<file path="src/rtl/camera_pkg.sv">
// Shared types and defaults for the camera capture sequencer.
package camera_pkg;

    typedef enum logic [1:0] {
        IDLE      = 2'd0,
        ARMED     = 2'd1,
        CAPTURING = 2'd2,
        DONE      = 2'd3
    } capture_state_t;

    // 200x200 pixels at 8 bpp.
    localparam int CAPTURE_BYTES_DEFAULT = 40000;
    localparam int ADDRESS_WIDTH_DEFAULT = 14;

endpackage

</file>
<file path="src/rtl/frame_valid_monitor.sv">
// Edge detector for the sensor frame-valid level.
// CAMERA_FRAME_VALID_SYNC_EN adds a 2-flop synchronizer ahead of the edge detector.
module frame_valid_monitor (
    input  logic clock_spi_in,
    input  logic reset_spi_n_in,
    input  logic frame_valid_in,
    output logic rise_out,
    output logic fall_out
);

    logic level;
    logic level_q;

`ifdef CAMERA_FRAME_VALID_SYNC_EN
    logic sync_meta;

    always_ff @(posedge clock_spi_in or negedge reset_spi_n_in) begin
        if (!reset_spi_n_in) begin
            sync_meta <= 1'b0;
            level     <= 1'b0;
        end else begin
            sync_meta <= frame_valid_in;
            level     <= sync_meta;
        end
    end
`else
    assign level = frame_valid_in;
`endif

    always_ff @(posedge clock_spi_in or negedge reset_spi_n_in) begin
        if (!reset_spi_n_in) begin
            level_q <= 1'b0;
        end else begin
            level_q <= level;
        end
    end

    assign rise_out = level & ~level_q;
    assign fall_out = ~level & level_q;

endmodule

</file>
<file path="src/rtl/camera_capture_sequencer.sv">
// Sequences one still capture into the frame buffer and its byte-wise SPI readback.
// Build option: CAMERA_FRAME_VALID_SYNC_EN (synchronize frame_valid_in, see frame_valid_monitor).
module camera_capture_sequencer
    import camera_pkg::*;
#(
    parameter int CAPTURE_BYTES = CAPTURE_BYTES_DEFAULT,
    parameter int ADDRESS_WIDTH = ADDRESS_WIDTH_DEFAULT
) (
    input  logic                     clock_spi_in,
    input  logic                     reset_spi_n_in,
    input  logic                     capture_request_in,
    input  logic                     abort_in,
    input  logic                     frame_valid_in,
    input  logic                     pixel_word_valid_in,
    input  logic [31:0]              pixel_word_in,
    input  logic                     read_next_in,
    output logic                     buffer_write_enable_out,
    output logic [ADDRESS_WIDTH-1:0] buffer_write_address_out,
    output logic [31:0]              buffer_write_data_out,
    output logic [ADDRESS_WIDTH-1:0] buffer_read_address_out,
    output logic [1:0]               byte_select_out,
    output logic [15:0]              bytes_remaining_out,
    output logic                     capture_busy_out,
    output logic                     overflow_out,
    output capture_state_t           capture_state_out
);

    localparam logic [15:0] WORD_LIMIT = 16'(CAPTURE_BYTES / 4);

    capture_state_t state;
    logic [15:0]    word_count;
    logic [15:0]    words_after;
    logic [15:0]    bytes_read;
    logic [15:0]    captured_bytes;
    logic           frame_rise;
    logic           frame_fall;
    logic           write_accept;
    logic           read_advance;

    frame_valid_monitor u_frame_valid_monitor (
        .clock_spi_in   (clock_spi_in),
        .reset_spi_n_in (reset_spi_n_in),
        .frame_valid_in (frame_valid_in),
        .rise_out       (frame_rise),
        .fall_out       (frame_fall)
    );

    // Strobes and pulses carry no backpressure: each high cycle of
    // pixel_word_valid_in, read_next_in, capture_request_in or abort_in is one event.
    assign write_accept = (state == CAPTURING) && pixel_word_valid_in && (word_count < WORD_LIMIT);
    assign read_advance = (state == DONE) && read_next_in && (bytes_read < captured_bytes);
    assign words_after  = word_count + {15'd0, write_accept};

    assign buffer_read_address_out = ADDRESS_WIDTH'(bytes_read >> 2);
    assign byte_select_out         = bytes_read[1:0];
    assign capture_state_out       = state;

    always_ff @(posedge clock_spi_in or negedge reset_spi_n_in) begin
        if (!reset_spi_n_in) begin
            state                    <= IDLE;
            word_count               <= '0;
            bytes_read               <= '0;
            captured_bytes           <= '0;
            buffer_write_enable_out  <= 1'b0;
            buffer_write_address_out <= '0;
            buffer_write_data_out    <= '0;
            bytes_remaining_out      <= '0;
            capture_busy_out         <= 1'b0;
            overflow_out             <= 1'b0;
        end else begin
            buffer_write_enable_out <= 1'b0;
            if (abort_in) begin
                state               <= IDLE;
                word_count          <= '0;
                bytes_read          <= '0;
                captured_bytes      <= '0;
                bytes_remaining_out <= '0;
                capture_busy_out    <= 1'b0;
                overflow_out        <= 1'b0;
            end else begin
                case (state)
                    IDLE, DONE: begin
                        if (capture_request_in) begin
                            state               <= ARMED;
                            word_count          <= '0;
                            bytes_read          <= '0;
                            captured_bytes      <= '0;
                            bytes_remaining_out <= '0;
                            capture_busy_out    <= 1'b1;
                            overflow_out        <= 1'b0;
                        end else if (read_advance) begin
                            bytes_read          <= bytes_read + 16'd1;
                            bytes_remaining_out <= bytes_remaining_out - 16'd1;
                        end
                    end
                    ARMED: begin
                        if (frame_rise) begin
                            state <= CAPTURING;
                        end
                    end
                    CAPTURING: begin
                        if (write_accept) begin
                            buffer_write_enable_out  <= 1'b1;
                            buffer_write_address_out <= ADDRESS_WIDTH'(word_count);
                            buffer_write_data_out    <= pixel_word_in;
                            word_count               <= words_after;
                        end else if (pixel_word_valid_in) begin
                            overflow_out <= 1'b1;
                        end
                        // A strobe coincident with the falling edge is counted in words_after.
                        if (frame_fall) begin
                            state               <= DONE;
                            capture_busy_out    <= 1'b0;
                            captured_bytes      <= words_after << 2;
                            bytes_remaining_out <= words_after << 2;
                        end
                    end
                    default: state <= IDLE;
                endcase
            end
        end
    end

endmodule

</file>
<file path="config.mk">
export PLATFORM = sky130hd
export DESIGN_NAME = camera_capture_sequencer
export DESIGN_NICKNAME = d
export VERILOG_FILES = /design/src/rtl/camera_pkg.sv /design/src/rtl/frame_valid_monitor.sv /design/src/rtl/camera_capture_sequencer.sv
export SDC_FILE = /design/constraint.sdc
export NUM_CORES = 1
export LEC_CHECK = 0
export CAP_MARGIN = 5
export CORE_ASPECT_RATIO = 1.4
export CORE_UTILIZATION = 40
export DETAILED_ROUTE_END_ITERATION = 10
export GPL_TIMING_DRIVEN = 0
export PLACE_DENSITY = 0.64
export SLEW_MARGIN = 10
export SYNTH_ARGS = -nofsm -noshare
export SYNTH_HDL_FRONTEND = slang
export SYNTH_HIERARCHICAL = 1
export SYNTH_SLANG_ARGS = --single-unit
</file>
<file path="constraint.sdc">
create_clock -name clock_spi_in -period 3.55 [get_ports clock_spi_in]
set_input_delay 0.71 -clock clock_spi_in [delete_from_list [all_inputs] [get_ports clock_spi_in]]
set_output_delay 0.71 -clock clock_spi_in [all_outputs]
set_load 0.05 [all_outputs]
</file>
==> run summary <==
Fin. Hold Viols: 0
Post-CTS Hold Buffers: 0
Via density: 5.53
Yosys warning count: 6
Peak supply drop: 434 uV
Initial antenna violation count: 0
Most frequent cells after synthesis: dfrtp_1 (114), nand2_1 (59), o21ai_0 (53), a21oi_1 (32), nor2_1 (31)
Residual DRC: 0
Sw Share: 0.451
RSZ-0062 raised after global routing: false
CTS max path bufs: 2
CP Max Fanout: 10
DIE AREA: 15,200 um^2
Router iterations before antenna repair: 5
Syn_area_per_cell: 10.1 um^2
Top-count cell post-synth: dfrtp_1
CP Class: flip-flop to flip-flop
Iter 0 DRT Violations: 265
Internal Dissipation: 3580 uW
Post-DRT Antenna Nets: 0
Leak: 0.00331 uW
FF+latch count, synth: 114
Placed insts: 893
Finish-stage setup viols: 0
Number of global-route vias before repair: 5,257
Area of the mapped netlist: 5890 um^2
NumNets Final: 782
Starting Density: 0.408
PortBufs: 120
Layout area overhead: 34.7%
Sequential area share after synthesis: 0.484
Chip Height: 146 um
Skew-Pair Late Insertion Delay: 410 ps
Net switching power: 2930 uW
Std cell rows: 52
Hold Crit Class: primary input to asynchronous set/reset pin
CP Launch Type: flip-flop
CTS root buf: clkbuf_16
Util after Layout: 0.549
Dominant cell type by area after synthesis: dfrtp_1
CP endpoint kind: flip-flop
Largest cells by area after synthesis: dfrtp_1 (48%), mux2_1 (5.5%), o21ai_0 (4.5%)
Final worst path period share: 0.883
Post-synth top flop: dfrtp_1
WP data required: 3860 ps
Final Max Slew Viols: 0
H-Tree Depth: 4
Cts bufs inserted: 17
Setup ws final: 415 ps
Min cycle time layout: 3130 ps
Clock power share: 0.254
Clock slew at reported path FFs: 60 ps
GRT Total Usage: 0.220
Clock Sinks: 114
Die width: 105 um
Routed wire length: 15.9 mm
Setup WS pre-CTS: -399 ps
Sequential share of power: 0.277
Area share of the largest cell type after synthesis: 0.484
Avg WL per Cell: 17.2 um
Ant diodes: 0
Clk_skew: 7.71 ps
Post-synth EDFFs: 0
IO Pins: 122
Layout cells sized above 1: 0.105
Cells after synthesis: 583
Combinational power share: 0.468
Async S/R FF share, synth: 1.00
Placed wire-length estimate: 11.8 mm
R2R Setup Slk: 420 ps
Max Freq: 319 MHz
Core area: 14,400 um^2
CTS tree: done
Gr ovfl total: 0
Fin cells: 925
Pin count of the biggest net entering global routing: 83
Final Wtd Congestion: 0.885
Power per cell area: 821 nW/um^2
Synthesized net count: 642
Slew margin rel.: 0.291
Worst EP arrival: 3440 ps
Synth cell types: 65
Outcome: finished clean
Slew of the pin with the lowest slew margin: 1060 ps
Max Cap Viol: 0
DR vias: 5,117
First-pass GRT wire length: 26.4 mm
flip-flops by register name, indices dropped and copies added, names as in the netlist:
register,flops
buffer_write_data_out,32
bytes_read,16
bytes_remaining_out,16
word_count,16
buffer_write_address_out,14
captured_bytes,14
capture_state_out,2
buffer_write_enable_out,1
capture_busy_out,1
overflow_out,1
u_frame_valid_monitor/level_q,1
path summary, 6_finish.rpt:
| kind | from | end | cells past startpoint |
|---|---|---|---|
| min in group clock_spi_in | captured_bytes[14]$_DFFE_PN0P_ | captured_bytes[14]$_DFFE_PN0P_ | 2 |
| setup / recovery | capture_state_out[0]$_DFFE_PN0P_ | bytes_remaining_out[11]$_DFFE_PN0P_ | 11 |
| max in group asynchronous | reset_spi_n_in | buffer_write_address_out[11]$_DFFE_PN0P_ | 2 |
| hold / removal | reset_spi_n_in | bytes_read[1]$_DFFE_PN0P_ | 1 |
| setup reg to reg | capture_state_out[0]$_DFFE_PN0P_ | bytes_remaining_out[11]$_DFFE_PN0P_ | 11 |
| hold reg to reg | captured_bytes[14]$_DFFE_PN0P_ | captured_bytes[14]$_DFFE_PN0P_ | 2 |
cell type report:
| type | instances | area [um^2] |
|---|---|---|
| multi-input combinational | 407 | 2760 |
| sequential | 114 | 2850 |
| tap | 189 | 236 |
| buffer | 30 | 155 |
| clock inverter | 15 | 146 |
| clock buffer | 17 | 425 |
| fill | 1314 | 6510 |
| inverter | 31 | 116 |
| timing repair buffer | 122 | 1240 |
cells in the final DEF (no fill, tap or decap), types with 8 or more instances in the layout:
cell / count
nand4_1: 12
nand2_1: 59
clkdlybuf4s50_1: 119
a21oi_1: 32
clkbuf_16: 17
nor3_1: 8
nor2_1: 31
inv_6: 8
dfrtp_1: 114
a31oi_1: 9
or4_1: 8
mux2_2: 21
o21ai_0: 53
ha_1: 20
clkbuf_1: 23
mux2_1: 29
nand3_1: 13
inv_1: 30
o31ai_1: 16
cells by family after synthesis:
kind of cell	Yosys count	synth area share
xor gates and xnor gates	12	0.0178
adders and majority gates	20	0.0425
buffers and inverters	62	0.0467
and+or+nand+nor	168	0.142
muxes	54	0.102
AOI/OAI and AO/OA	153	0.164
DFF	114	0.484
power groups by stage:
| stage | Combinational (uW) | Sequential [uW] | Clock (uW) |
|---|---|---|---|
| 2_1_floorplan | 1040 | 2800 | 0 |
| 3_3_place_gp | 3010 | 1810 | 0 |
| 3_5_place_dp | 3040 | 1830 | 0 |
| 4_1_cts | 3050 | 1800 | 1680 |
| 5_1_grt | 3220 | 1840 | 1750 |
| 6_report | 3050 | 1810 | 1650 |
per-layer routing:
metal,share of wire,global-route usage,vias up
met3,0.038,0.0439,38
met4,0.037,0.126,0
met5,0,0,-
met1,0.40,0.252,2535
met2,0.52,0.378,154
li1,-,-,2390
worst max-delay path: stages, from the launching register on:
cell       delay, ps
dfrtp_1          420
inv_1             90
ha_1             400
nand2_1          170
a2111oi_4        280
ha_1             310
nand4_1          180
nor2_1           370
nand2_1          120
xnor2_1          370
a32oi_1          100
o31ai_1          230
stage by stage:
stage	area [um^2]	setup TNS [ps]	hold WS (ps)	total power (uW)
global placement	7330	-306620	468	4820
finish	7930	0	185	6510
global route	7930	0	196	6810
detailed placement	7360	-2990	471	4870
floorplan	5890	0	414	3840
CTS	7940	0	189	6540
repair_timing:
item                       CTS  global route
setup buffers                1             0
cloned                       0             0
pin swaps                    1             0
setup endpoints to repair    9             1
resized for setup            0             0
(Power assumes the default switching activity.)
